`config.mk`:
```
export PLATFORM = sky130hd
export DESIGN_NAME = seq_restoring_divider_flat
export DESIGN_NICKNAME = d
export VERILOG_FILES = /design/src/rtl/seq_restoring_divider_if.sv /design/src/rtl/seq_restoring_divider.sv /design/src/flat_wrapper.sv
export SDC_FILE = /design/constraint.sdc
export NUM_CORES = 1
export LEC_CHECK = 0
export BUFFER_PORTS_ARGS = -buffer_cell sky130_fd_sc_hd__buf_2
export CORE_MARGIN = 2
export CORE_UTILIZATION = 59
export DETAILED_ROUTE_END_ITERATION = 6
export GPL_TIMING_DRIVEN = 0
export PLACE_DENSITY = 0.83
export SLEW_MARGIN = 20
export SYNTH_ARGS = -nofsm -noshare
export SYNTH_HDL_FRONTEND = slang
export SYNTH_SLANG_ARGS = --single-unit
export TNS_END_PERCENT = 30
```
`constraint.sdc`:
```
create_clock -name clk -period 5.9 [get_ports clk]
set_clock_uncertainty 0.15 [all_clocks]
set_input_delay 1.77 -clock clk [delete_from_list [all_inputs] [get_ports clk]]
set_output_delay 1.77 -clock clk [all_outputs]
set_load 0.01 [all_outputs]
```
`src/rtl/seq_restoring_divider_if.sv`:
```
// ---------------------------------------------------------------------------
// seq_restoring_divider_if
// Request/result bundle for the sequential restoring divider.
//   start        : operation request, honoured only while busy is low
//   dividend     : n-bit unsigned dividend, captured with an accepted start
//   divisor      : n-bit unsigned divisor, captured with an accepted start
//   busy         : operation in progress
//   done         : one-cycle pulse, results valid in the same cycle
//   quotient     : n-bit result, held until the next result overwrites it
//   remainder    : n-bit result, held until the next result overwrites it
//   div_by_zero  : set alongside the results when the divisor was zero
// The master modport is the requester; the slave modport is the divider.
// ---------------------------------------------------------------------------
interface seq_restoring_divider_if #(
    parameter int n = 4
);
    logic         start;
    logic [n-1:0] dividend;
    logic [n-1:0] divisor;
    logic         busy;
    logic         done;
    logic [n-1:0] quotient;
    logic [n-1:0] remainder;
    logic         div_by_zero;

    modport master (
        output start, dividend, divisor,
        input  busy, done, quotient, remainder, div_by_zero
    );

    modport slave (
        input  start, dividend, divisor,
        output busy, done, quotient, remainder, div_by_zero
    );
endinterface

```
`src/rtl/seq_restoring_divider.sv`:
```
// ---------------------------------------------------------------------------
// seq_restoring_divider
// Multi-cycle unsigned restoring divider: one quotient bit per cycle.
// Ports:
//   clk  : rising-edge clock
//   rst  : synchronous active-high reset, clears state and all outputs
//   bus  : seq_restoring_divider_if.slave (start/operands in, results out)
// Timing: a start accepted at edge t yields done in the cycle after edge
// t+n+1 (one LOAD cycle plus n CALC cycles); a zero divisor skips CALC and
// yields done in the cycle after edge t+1.
// ---------------------------------------------------------------------------
module seq_restoring_divider #(
    parameter int n = 4
) (
    input  logic                    clk,
    input  logic                    rst,
    seq_restoring_divider_if.slave  bus
);
    localparam int CW = $clog2(n + 1);

    typedef enum logic [1:0] {
        IDLE,
        LOAD,
        CALC,
        DONE
    } state_t;

    state_t           state;
    state_t           state_nxt;

    logic [n-1:0]     d_reg;      // dividend shifting out, quotient shifting in
    logic [n-1:0]     v_reg;      // latched divisor
    logic [n:0]       r_reg;      // partial remainder
    logic [CW-1:0]    cnt;        // completed restoring steps

    logic [n-1:0]     q_out;
    logic [n-1:0]     r_out;
    logic             dz_out;

    logic             accept;
    logic             last_step;
    logic [n:0]       rs;
    logic [n+1:0]     diff;
    logic             borrow;
    logic [n-1:0]     d_step;
    logic [n:0]       r_step;

    // The partial remainder stays below the divisor after every step, so its
    // top bit is always zero; it is kept only to match the subtractor width.
    logic             unused_r_msb;
    assign unused_r_msb = r_reg[n];

    // A new operation may be taken while idle or in the result cycle.
    assign accept    = bus.start && ((state == IDLE) || (state == DONE));
    assign last_step = (state == CALC) && (cnt == CW'(n - 1));

    // One restoring step: shift in the next dividend bit, trial-subtract the
    // divisor through the zero-extended subtractor, and let the borrow decide
    // whether the trial result is kept or the shifted value is restored.
    always_comb begin
        rs     = {r_reg[n-1:0], d_reg[n-1]};
        diff   = {1'b0, rs} - {2'b00, v_reg};
        borrow = diff[n+1];
        d_step = {d_reg[n-2:0], ~borrow};
        r_step = borrow ? rs : diff[n:0];
    end

    always_ff @(posedge clk) begin
        if (rst) begin
            state <= IDLE;
        end else begin
            state <= state_nxt;
        end
    end

    always_comb begin
        state_nxt = state;
        case (state)
            IDLE: begin
                if (accept) begin
                    state_nxt = LOAD;
                end
            end
            LOAD: begin
                state_nxt = (v_reg == '0) ? DONE : CALC;
            end
            CALC: begin
                if (last_step) begin
                    state_nxt = DONE;
                end
            end
            DONE: begin
                state_nxt = accept ? LOAD : IDLE;
            end
            default: begin
                state_nxt = IDLE;
            end
        endcase
    end

    always_ff @(posedge clk) begin
        if (rst) begin
            d_reg  <= '0;
            v_reg  <= '0;
            r_reg  <= '0;
            cnt    <= '0;
            q_out  <= '0;
            r_out  <= '0;
            dz_out <= 1'b0;
        end else begin
            if (accept) begin
                d_reg <= bus.dividend;
                v_reg <= bus.divisor;
                r_reg <= '0;
                cnt   <= '0;
            end else if (state == CALC) begin
                d_reg <= d_step;
                r_reg <= r_step;
                cnt   <= cnt + 1'b1;
            end

            // Results are written on the edge that enters DONE so they are
            // already valid while done is high.
            if ((state == LOAD) && (v_reg == '0)) begin
                q_out  <= '1;
                r_out  <= d_reg;
                dz_out <= 1'b1;
            end else if (last_step) begin
                q_out  <= d_step;
                r_out  <= r_step[n-1:0];
                dz_out <= 1'b0;
            end
        end
    end

    assign bus.busy        = (state == LOAD) || (state == CALC);
    assign bus.done        = (state == DONE);
    assign bus.quotient    = q_out;
    assign bus.remainder   = r_out;
    assign bus.div_by_zero = dz_out;

endmodule
```
`src/flat_wrapper.sv`:
```
// flat-port wrapper written by rule: the top's interface ports become plain ports
module seq_restoring_divider_flat 
#(
    parameter int n = 4
)
  (clk, rst, bus_start, bus_dividend, bus_divisor, bus_busy, bus_done, bus_quotient, bus_remainder, bus_div_by_zero);
  seq_restoring_divider_if #(.n(n)) bus_i ();
  input  logic clk;
  input  logic rst;
  input wire logic [$bits(bus_i.start)-1:0] bus_start;
  input wire logic [$bits(bus_i.dividend)-1:0] bus_dividend;
  input wire logic [$bits(bus_i.divisor)-1:0] bus_divisor;
  output wire logic [$bits(bus_i.busy)-1:0] bus_busy;
  output wire logic [$bits(bus_i.done)-1:0] bus_done;
  output wire logic [$bits(bus_i.quotient)-1:0] bus_quotient;
  output wire logic [$bits(bus_i.remainder)-1:0] bus_remainder;
  output wire logic [$bits(bus_i.div_by_zero)-1:0] bus_div_by_zero;
  assign bus_i.start = bus_start;
  assign bus_i.dividend = bus_dividend;
  assign bus_i.divisor = bus_divisor;
  assign bus_busy = bus_i.busy;
  assign bus_done = bus_i.done;
  assign bus_quotient = bus_i.quotient;
  assign bus_remainder = bus_i.remainder;
  assign bus_div_by_zero = bus_i.div_by_zero;
  seq_restoring_divider #(.n(n)) u_core (.clk(clk), .rst(rst), .bus(bus_i));
endmodule
```
==> results of run 1 <==
worst paths after layout:
check                     to  cells past startpoint  slack [ns]             from
min          u_core.v_reg[2]                      2        0.32  u_core.v_reg[2]
max                 bus_busy                      3        2.63  u_core.state[0]
max reg2reg  u_core.r_reg[2]                      7        3.74  u_core.v_reg[1]
min reg2reg  u_core.v_reg[2]                      2        0.32  u_core.v_reg[2]
Yosys cell counts (all sizes together):
| library cell | count | area share |
|---|---|---|
| mux2i | 7 | 0.051 |
| a311oi | 4 | 0.039 |
| buf | 3 | 0.010 |
| xnor2 | 1 | 0.0064 |
| nor2b | 3 | 0.014 |
| clkbuf | 5 | 0.014 |
| o31ai | 1 | 0.0092 |
| nand2b | 3 | 0.014 |
| or4 | 1 | 0.0082 |
| a41oi | 2 | 0.013 |
| nand3 | 4 | 0.018 |
| dfxtp | 26 | 0.38 |
| a211oi | 5 | 0.027 |
| o31a | 1 | 0.013 |
| and2 | 1 | 0.0046 |
| nor3 | 3 | 0.019 |
| o21ai | 6 | 0.022 |
| nand3b | 1 | 0.0055 |
| o21a | 1 | 0.0055 |
| a21oi | 10 | 0.037 |
| nor3b | 2 | 0.011 |
| a21o | 1 | 0.0055 |
| ha | 11 | 0.10 |
| a31oi | 4 | 0.018 |
| nor2 | 15 | 0.041 |
| fa | 1 | 0.015 |
| xor2 | 1 | 0.0064 |
| nand2 | 23 | 0.063 |
| inv | 10 | 0.027 |
kinds of logic (layout without fill, tap and decap cells):
family                     count (synthesis)  in the layout
buffers and inverters                     18             43
xor gates and xnor gates                   2              2
adders and majority gates                 12             12
and+or+nand+nor                           56             56
AOI/OAI and AO/OA                         35             35
muxes                                      7              7
DFF                                       26             26
metal layers:
metal	part of all wire	up-vias	global-route usage
met3	0.040	11	0.02586
met5	0	-	0
met2	0.50	36	0.4283
met1	0.43	554	0.3098
li1	-	588	-
met4	0.032	0	0.1404
worst max-delay path: stages, from the launching register on:
cell	delay, ns
dfxtp_1	0.42
inv_1	0.10
ha_1	0.34
buf_2	0.15
power groups by stage:
| stage | Sequential (mW) | Combinational (mW) | Clock (mW) |
|---|---|---|---|
| after floorplan | 0.263 | 0.231 | 0 |
| after global placement | 0.259 | 0.299 | 0 |
| after detailed placement | 0.262 | 0.311 | 0 |
| after CTS | 0.258 | 0.315 | 0.124 |
| after global routing | 0.264 | 0.354 | 0.131 |
| final | 0.257 | 0.316 | 0.124 |
per-stage QoR:
stage	total power, mW	setup WS, ns	hold slack, ns
floorplan	0.4938	3.202	0.2863
global placement	0.5579	2.892	0.2923
detailed placement	0.5729	2.868	0.3035
CTS	0.6970	2.640	0.3223
global route	0.7492	2.573	0.3689
finish	0.6978	2.633	0.3196
area by class of cell:
class | count | area, µm² | share of cell area
timing repair buffer | 21 | 105.1 | 0.06742
buffer | 8 | 32.53 | 0.02087
multi-input combinational | 112 | 775.7 | 0.4976
inverter | 10 | 37.54 | 0.02408
clock buffer | 3 | 22.52 | 0.01445
tap | 28 | 35.03 | 0.02247
clock inverter | 1 | 30.03 | 0.01926
sequential | 26 | 520.5 | 0.3339
==> impl_metrics.json, run 1 <==
{
  "hold_viol_final": 0,
  "synth_nets": 179,
  "cts_buffers": 3,
  "synth_cells": 156,
  "utilization": 0.7116,
  "hold_class": "reg -> reg",
  "status": "completed",
  "synth_fa_ha_area_frac": 0.1154,
  "maxSlewViolCount": 0,
  "numPortBuffers": 21,
  "avgRoutedWirePerCell_um": 14.11,
  "final_cell_area_um2": 1559,
  "fin_cells": 209,
  "chipHeight_um": 52.12,
  "synth_xor_xnor_area_share": 0.01282,
  "die_area_um2": 2716,
  "synthMuxAreaShare": 0.05128,
  "drcViolationCount": 0,
  "nFillCells": 178,
  "ioPinCount": 22,
  "p_comb_frac": 0.453,
  "track_usage": 0.2524,
  "antenna_found_initial": 0,
  "end_kind": "output pin",
  "yosysWarnings": 0,
  "internal_power_mw": 0.4278,
  "insertedDiodeCount": 0,
  "switching_share": 0.3870,
  "clk_path_buf_depth": 2,
  "synth_compound_area_frac": 0.1896,
  "grt_max_degree": 16,
  "synth_top_family_by_area": "simple AND/OR/NAND/NOR gates",
  "ir_worst_vdd_mv": 0.3005,
  "clock_sinks": 26,
  "switching_power_mw": 0.2701,
  "drt_first_pass_iters": 4,
  "dp_hpwl_um": 2252,
  "cts_hold_buf": 0,
  "cts_max_level": 1,
  "cp_max_fo": 4,
  "cts_root_buf": "clkbuf_4",
  "rsz0062_at_grt": "no",
  "synthToLayoutAreaGrowth_pct": 14.10,
  "drt_iter0_drc": 23,
  "cts_setup_buffers": 0,
  "post-route-period-util": 0.5537,
  "power_frac_clock": 0.178,
  "power_leakage_nw": 0.6245,
  "period_minus_slack_ns": 3.267,
  "ys_types": 34,
  "drive_gt1_frac": 0.1934,
  "grt_pass1_vias": 1121,
  "setup_violations": 0,
  "ys_ff_latch": 26,
  "grt_first_pass_wirelength_um": 5030,
  "clk_latency_ns": 0.33,
  "fmax_mhz": 306.1,
  "place_inst": 205,
  "pwr-share-seq": 0.368,
  "worst_slew_pin_slew_ns": 0.4613,
  "fin_tns_setup_ns": 0,
  "core-area_um2": 2191,
  "startpoint_type": "flip-flop",
  "grt-ovfl-total": 0,
  "final_cell_mix": "26 x dfxtp_1, 23 x buf_2, 23 x nand2_1, 15 x nor2_1, 11 x ha_1",
  "arrival_ns": 1.35,
  "cts_tree": "done",
  "ant_nets": 0,
  "placed_area_um2": 1506,
  "fp.dieW_um": 52.12,
  "path_class": "reg -> out",
  "synth-simple-area-share": 0.1987,
  "syn_avg_cell_area_um2": 8.758,
  "syn-cell-area_um2": 1366,
  "cts-resized-gates": 0,
  "vias_per_cell": 5.689,
  "nets": 205,
  "rows": 17,
  "path_clk_slew_ns": 0.15,
  "slew-limit-headroom": 0.6925,
  "maxCapViolations": 0,
  "ys_seq_area_frac": 0.3810,
  "worstPathRequired_ns": 3.98,
  "globalplace.congestion": 0.8144,
  "power_density_nw_per_um2": 447.6,
  "start_util": 0.6236,
  "finalWirelength_um": 2948,
  "route.vias.total": 1189,
  "final_common_cell": "dfxtp_1"
}
No activity file was read; power rests on OpenSTA's default activity.
==> run 2: changes to the inputs <==
--- a/config.mk
+++ b/config.mk
@@ -5,12 +5,14 @@
 export SDC_FILE = /design/constraint.sdc
 export NUM_CORES = 1
 export LEC_CHECK = 0
+export ABC_AREA = 1
 export BUFFER_PORTS_ARGS = -buffer_cell sky130_fd_sc_hd__buf_2
+export CORE_ASPECT_RATIO = 2
 export CORE_MARGIN = 2
-export CORE_UTILIZATION = 59
+export CORE_UTILIZATION = 50
 export DETAILED_ROUTE_END_ITERATION = 6
 export GPL_TIMING_DRIVEN = 0
-export PLACE_DENSITY = 0.83
+export PLACE_DENSITY = 0.75
 export SLEW_MARGIN = 20
 export SYNTH_ARGS = -nofsm -noshare
 export SYNTH_HDL_FRONTEND = slang
==> constraint.sdc (replaced) <==
create_clock -name clk -period 2.9 [get_ports clk]
set_clock_uncertainty 0.15 [all_clocks]
set_input_delay 0.87 -clock clk [delete_from_list [all_inputs] [get_ports clk]]
set_output_delay 0.87 -clock clk [all_outputs]
set_load 0.01 [all_outputs]
==> run 2 against run 1 <==
Setup slack got worse by 2.1 ns. Cell area increased by 3.9%. Sequential share of layout area decreased by 1.2 points. Critical path type unchanged. Largest cell class unchanged. Largest power group unchanged.
==> impl_metrics.json, run 2 <==
{
  "busiest_layer": "met2",
  "route.vias.total": 1295,
  "worstPathRequired_ns": 1.88,
  "grtUsageMet3": 0.02273,
  "hold_viol_final": 0,
  "yosysWarnings": 0,
  "final_cell_mix": "26 x dfxtp_1, 24 x inv_1, 23 x nand2_1, 22 x buf_2, 20 x nor2_1",
  "start_util": 0.5204,
  "vias_per_cell": 5.441,
  "drt_iter0_drc": 30,
  "cts_root_buf": "clkbuf_8",
  "yosysMostFrequentCell": "dfxtp_1",
  "status": "completed",
  "die_area_um2": 3279,
  "use_met1": 0.1923,
  "drt_first_pass_iters": 4,
  "cp_max_fo": 4,
  "rows": 27,
  "maxCapViolations": 0,
  "ioPinCount": 22,
  "ys_types": 27,
  "startpoint_type": "flip-flop",
  "ys_async_sr_fraction": 0,
  "track_usage": 0.2156,
  "yosys_most_used_dff": "dfxtp_1",
  "synth_area_leader_cell": "dfxtp_1",
  "grt_max_degree": 16,
  "cts_tree": "done",
  "rsz0062_at_grt": "no",
  "synth_top_cell_area_share": 0.3701,
  "fmax_mhz": 431.2,
  "syn_avg_cell_area_um2": 7.643,
  "cts-resized-gates": 0,
  "hold_class": "reg -> reg",
  "use_met2": 0.4422,
  "insertedDiodeCount": 0,
  "clk_path_buf_depth": 2,
  "synth_common_cells": "26 x dfxtp_1, 24 x inv_1, 23 x nand2_1",
  "ir_worst_vdd_mv": 0.6556,
  "utilization": 0.5991,
  "path_clk_slew_ns": 0.09,
  "fp.dieW_um": 41.50,
  "rrSetupSlack_ns": 1.04,
  "maxSlewViolCount": 0,
  "finalWirelength_um": 3226,
  "yosys-top-cells-area": "dfxtp_1 37%, ha_1 9.8%, inv_1 6.4%",
  "chipHeight_um": 79,
  "drcViolationCount": 0,
  "drive_gt1_frac": 0.2392,
  "ys_seq_area_frac": 0.3701,
  "synthToLayoutAreaGrowth_pct": 15.12,
  "synth_nets": 207,
  "worst_slew_pin_slew_ns": 0.3102,
  "period_minus_slack_ns": 2.319,
  "synth_cells": 184,
  "clk_latency_ns": 0.27,
  "core-area_um2": 2703,
  "path_class": "reg -> out",
  "cts_buffers": 3,
  "grt_first_pass_wirelength_um": 5513,
  "synth_edf_count": 0,
  "grt-ovfl-total": 0,
  "cts_setup_buffers": 0,
  "avgRoutedWirePerCell_um": 13.55,
  "globalplace.congestion": 0.8587,
  "cts_max_level": 1,
  "syn-cell-area_um2": 1406,
  "arrival_ns": 1.30,
  "post-route-period-util": 0.7997,
  "grt_pass1_vias": 1319,
  "cts_hold_buf": 0,
  "end_kind": "output pin",
  "ys_ff_latch": 26,
  "dp_hpwl_um": 2611,
  "setup_violations": 0,
  "slew-limit-headroom": 0.7925,
  "power_leakage_nw": 0.7628,
  "nets": 233,
  "ant_nets": 0,
  "fin_tns_setup_ns": 0,
  "clock_sinks": 26,
  "power_density_nw_per_um2": 982.3,
  "final_common_cell": "dfxtp_1",
  "numPortBuffers": 21,
  "antenna_found_initial": 0
}
==> run 2: cell count changes in the layout (fill, tap and decap cells not counted), moves of 4 or more <==
cell / previous run / this run
o21ai_0: 3 / 10
nand2_2: 0 / 7
nand3_1: 3 / 13
inv_1: 10 / 24
a211oi_1: 5 / 0
a21oi_1: 10 / 14
nor2_1: 15 / 20
inv_2: 0 / 6
mux2i_1: 7 / 0
clkbuf_1: 5 / 0
==> run 2: cells by family after synthesis <==
| logic type | count (synthesis) | synth area share |
|---|---|---|
| compound gates | 39 | 0.1575 |
| xor+xnor | 2 | 0.01246 |
| fa+ha+maj | 12 | 0.1121 |
| buf+inv | 34 | 0.09964 |
| flops | 26 | 0.3701 |
| simple gates | 71 | 0.2482 |
==> run 2: cell type report <==
class                      instances  area [µm²]
multi-input combinational        124       745.7
fill                             267        1084
tap                               29       36.28
clock inverter                     1       30.03
timing repair buffer              21       105.1
buffer                             3       23.77
inverter                          31       116.4
clock buffer                       3       41.29
sequential                        26       520.5
==> run 2: critical path, cell delays in order (launching register included) <==
cell     delay, ns
dfxtp_1       0.40
inv_1         0.10
ha_1          0.36
buf_2         0.16
==> run 2: worst paths after layout <==
| path | start | endpoint | cells past startpoint |
|---|---|---|---|
| hold / removal | u_core.cnt[1] | u_core.cnt[1] | 2 |
| setup reg to reg | u_core.v_reg[0] | u_core.r_reg[2] | 8 |
| hold reg to reg | u_core.cnt[1] | u_core.cnt[1] | 2 |
| setup / recovery | u_core.state[1] | bus_busy | 3 |
==> run 2: metal layers <==
layer	vias to the layer above	wire [µm]	share of wire
met1	610	1179	0.37
met4	0	94	0.029
met5	-	0	0
li1	646	-	-
met2	30	1872	0.58
met3	9	80	0.025
==> run 2: metrics by stage <==
step | setup WS [ns] | std cells | power [mW] | cell area (µm²) | hold WS (ns)
finish | 0.5810 | 238 | 1.590 | 1619 | 0.3349
global route | 0.5153 | 238 | 1.716 | 1619 | 0.3584
CTS | 0.5880 | 238 | 1.595 | 1619 | 0.3348
detailed placement | 0.8904 | 234 | 1.293 | 1548 | 0.3210
global placement | 0.9240 | 234 | 1.256 | 1548 | 0.3018
floorplan | 1.078 | 184 | 1.094 | 1406 | 0.2934
==> run 2: where the power goes <==
part,switching [mW],internal [mW]
Combinational,0.506,0.282
Sequential,0.0614,0.440
Clock,0.116,0.185
==> run 3: changes to the inputs <==
--- a/config.mk
+++ b/config.mk
@@ -7,12 +7,11 @@
 export LEC_CHECK = 0
 export ABC_AREA = 1
 export BUFFER_PORTS_ARGS = -buffer_cell sky130_fd_sc_hd__buf_2
-export CORE_ASPECT_RATIO = 2
 export CORE_MARGIN = 2
-export CORE_UTILIZATION = 50
+export CORE_UTILIZATION = 55
 export DETAILED_ROUTE_END_ITERATION = 6
 export GPL_TIMING_DRIVEN = 0
-export PLACE_DENSITY = 0.75
+export PLACE_DENSITY = 0.78
 export SLEW_MARGIN = 20
 export SYNTH_ARGS = -nofsm -noshare
 export SYNTH_HDL_FRONTEND = slang
==> constraint.sdc (replaced) <==
create_clock -name clk -period 2.3 [get_ports clk]
set_clock_uncertainty 0.15 [all_clocks]
set_input_delay 0.69 -clock clk [delete_from_list [all_inputs] [get_ports clk]]
set_output_delay 0.69 -clock clk [all_outputs]
set_load 0.01 [all_outputs]
==> run 3 against run 2 <==
First-iteration DRC count grew 10%. Cell area decreased by 2.1%. Routed wire length is 8.5% lower. Register-to-register slack worse by 0.58 ns. Sequential power rose by 25%. Power is 16% higher. Highest routed layer unchanged. Non-clock buffer count unchanged.
==> impl_metrics.json, run 3 (synthesis results as in run 2) <==
{
  "synthToLayoutAreaGrowth_pct": 12.72,
  "path_clk_slew_ns": 0.13,
  "cts_tree": "done",
  "power_mw": 1.844,
  "grt_first_pass_wirelength_um": 4774,
  "die_area_um2": 2977,
  "cts_root_buf": "clkbuf_4",
  "grt_max_degree": 15,
  "clk_latency_ns": 0.32,
  "switching_share": 0.4531,
  "clk_path_buf_depth": 2,
  "period_minus_slack_ns": 2.183,
  "place_inst": 235,
  "drt_first_pass_iters": 4,
  "grt-ovfl-total": 0,
  "clock_sinks": 26,
  "pwr-share-seq": 0.339,
  "core-area_um2": 2455,
  "vias_per_cell": 5.251,
  "worstPathRequired_ns": 1.46,
  "dp_hpwl_um": 2329,
  "critPathMaxStageDelay_ns": 0.41,
  "worstHoldStart": "u_core.bus.div_by_zero",
  "rows": 18,
  "timing.hold.ws_ns": 0.3304,
  "cts_max_level": 1,
  "end_kind": "output pin",
  "avgRoutedWirePerCell_um": 12.35,
  "cp_max_fo": 4,
  "switching_power_mw": 0.8353,
  "rsz0062_at_grt": "no",
  "fin_cells": 239,
  "arrival_ns": 1.34,
  "hold_class": "reg -> reg",
  "fp.dieW_um": 54.57,
  "slowest_stage": "dfxtp_1",
  "startpoint_type": "flip-flop",
  "crit_path_cell_trace": "inv_1, ha_1, buf_2",
  "grt_pass1_vias": 1145,
  "power_leakage_nw": 0.7480,
  "globalplace.congestion": 0.8441,
  "startpoint": "u_core.state[0]",
  "insertedDiodeCount": 0,
  "maxCapViolations": 0,
  "route.vias.total": 1255,
  "cts_hold_buf": 0,
  "cts_buffers": 3,
  "finalWirelength_um": 2952,
  "hold_viol_final": 0,
  "ir_worst_vdd_mv": 1.023,
  "antenna_found_initial": 0,
  "fmax_mhz": 458.0,
  "post-route-period-util": 0.9493,
  "track_usage": 0.2237,
  "internal_power_mw": 1.008,
  "p_comb_frac": 0.537,
  "final_common_cell": "dfxtp_1",
  "nets": 233,
  "worst_slew_pin_slew_ns": 0.3257,
  "power_density_nw_per_um2": 1163,
  "drt_iter0_drc": 33,
  "power_frac_clock": 0.123,
  "final_cell_mix": "26 x dfxtp_1, 24 x inv_1, 23 x nand2_1, 22 x buf_2, 20 x nor2_1",
  "chipHeight_um": 54.57,
  "start_util": 0.5729,
  "ioPinCount": 22,
  "slew-limit-headroom": 0.7821,
  "drive_gt1_frac": 0.2392,
  "fin_tns_setup_ns": 0,
  "rr_startpoint": "u_core.d_reg[3]",
  "setup_violations": 0,
  "drcViolationCount": 0,
  "numPortBuffers": 21,
  "maxSlewViolCount": 0,
  "status": "completed",
  "ant_nets": 0,
  "cts-resized-gates": 0,
  "path_class": "reg -> out",
  "cts_setup_buffers": 0
}
## run 3: worst paths after layout
check | to | slack, ns | cells past startpoint
worst max-delay path | bus_busy | 0.12 | 3
worst min-delay path | u_core.bus.div_by_zero | 0.33 | 2
worst max register to register | u_core.r_reg[2] | 0.46 | 9
worst min register to register | u_core.bus.div_by_zero | 0.33 | 2
## run 3: critical path: cells and delay by family, from the launching register on
kind       cells  cell delay, ns
fa+ha+maj      1            0.36
flops          1            0.41
buf+inv        2            0.26
## run 3: power by group through the flow
stage / combinational [mW] / sequential, mW / clock, mW
floorplan: 0.742 / 0.638 / 0
global route: 1.13 / 0.637 / 0.252
finish: 0.990 / 0.626 / 0.228
detailed placement: 0.981 / 0.636 / 0
CTS: 0.987 / 0.625 / 0.236
global placement: 0.945 / 0.630 / 0
## run 3: through the flow
stage / utilization / instance area [µm²] / setup slack (ns)
4_1_cts: 0.6458 / 1585 / 0.1092
6_report: 0.6458 / 1585 / 0.1166
3_3_place_gp: 0.6310 / 1549 / 0.4781
3_5_place_dp: 0.6310 / 1549 / 0.4568
5_1_grt: 0.6458 / 1585 / 0.03320
2_1_floorplan: - / 1406 / 0.6436
## run 3: layer usage
| metal | up-vias | track usage | routed length [µm] |
|---|---|---|---|
| met4 | 0 | 0.08750 | 56 |
| met5 | - | 0 | 0 |
| li1 | 642 | - | - |
| met1 | 574 | 0.2718 | 1305 |
| met2 | 32 | 0.3896 | 1457 |
| met3 | 7 | 0.03825 | 133 |
## run 3: cell type report
type                    instances  area, µm²
well taps                      30      37.54
plain buffers                   3      23.77
fillers                       225      869.6
repair buffers                 21      105.1
clock buffers                   4      36.28
inverters                      31      116.4
flip-flops and latches         26      520.5
multi-input cells             124      745.7
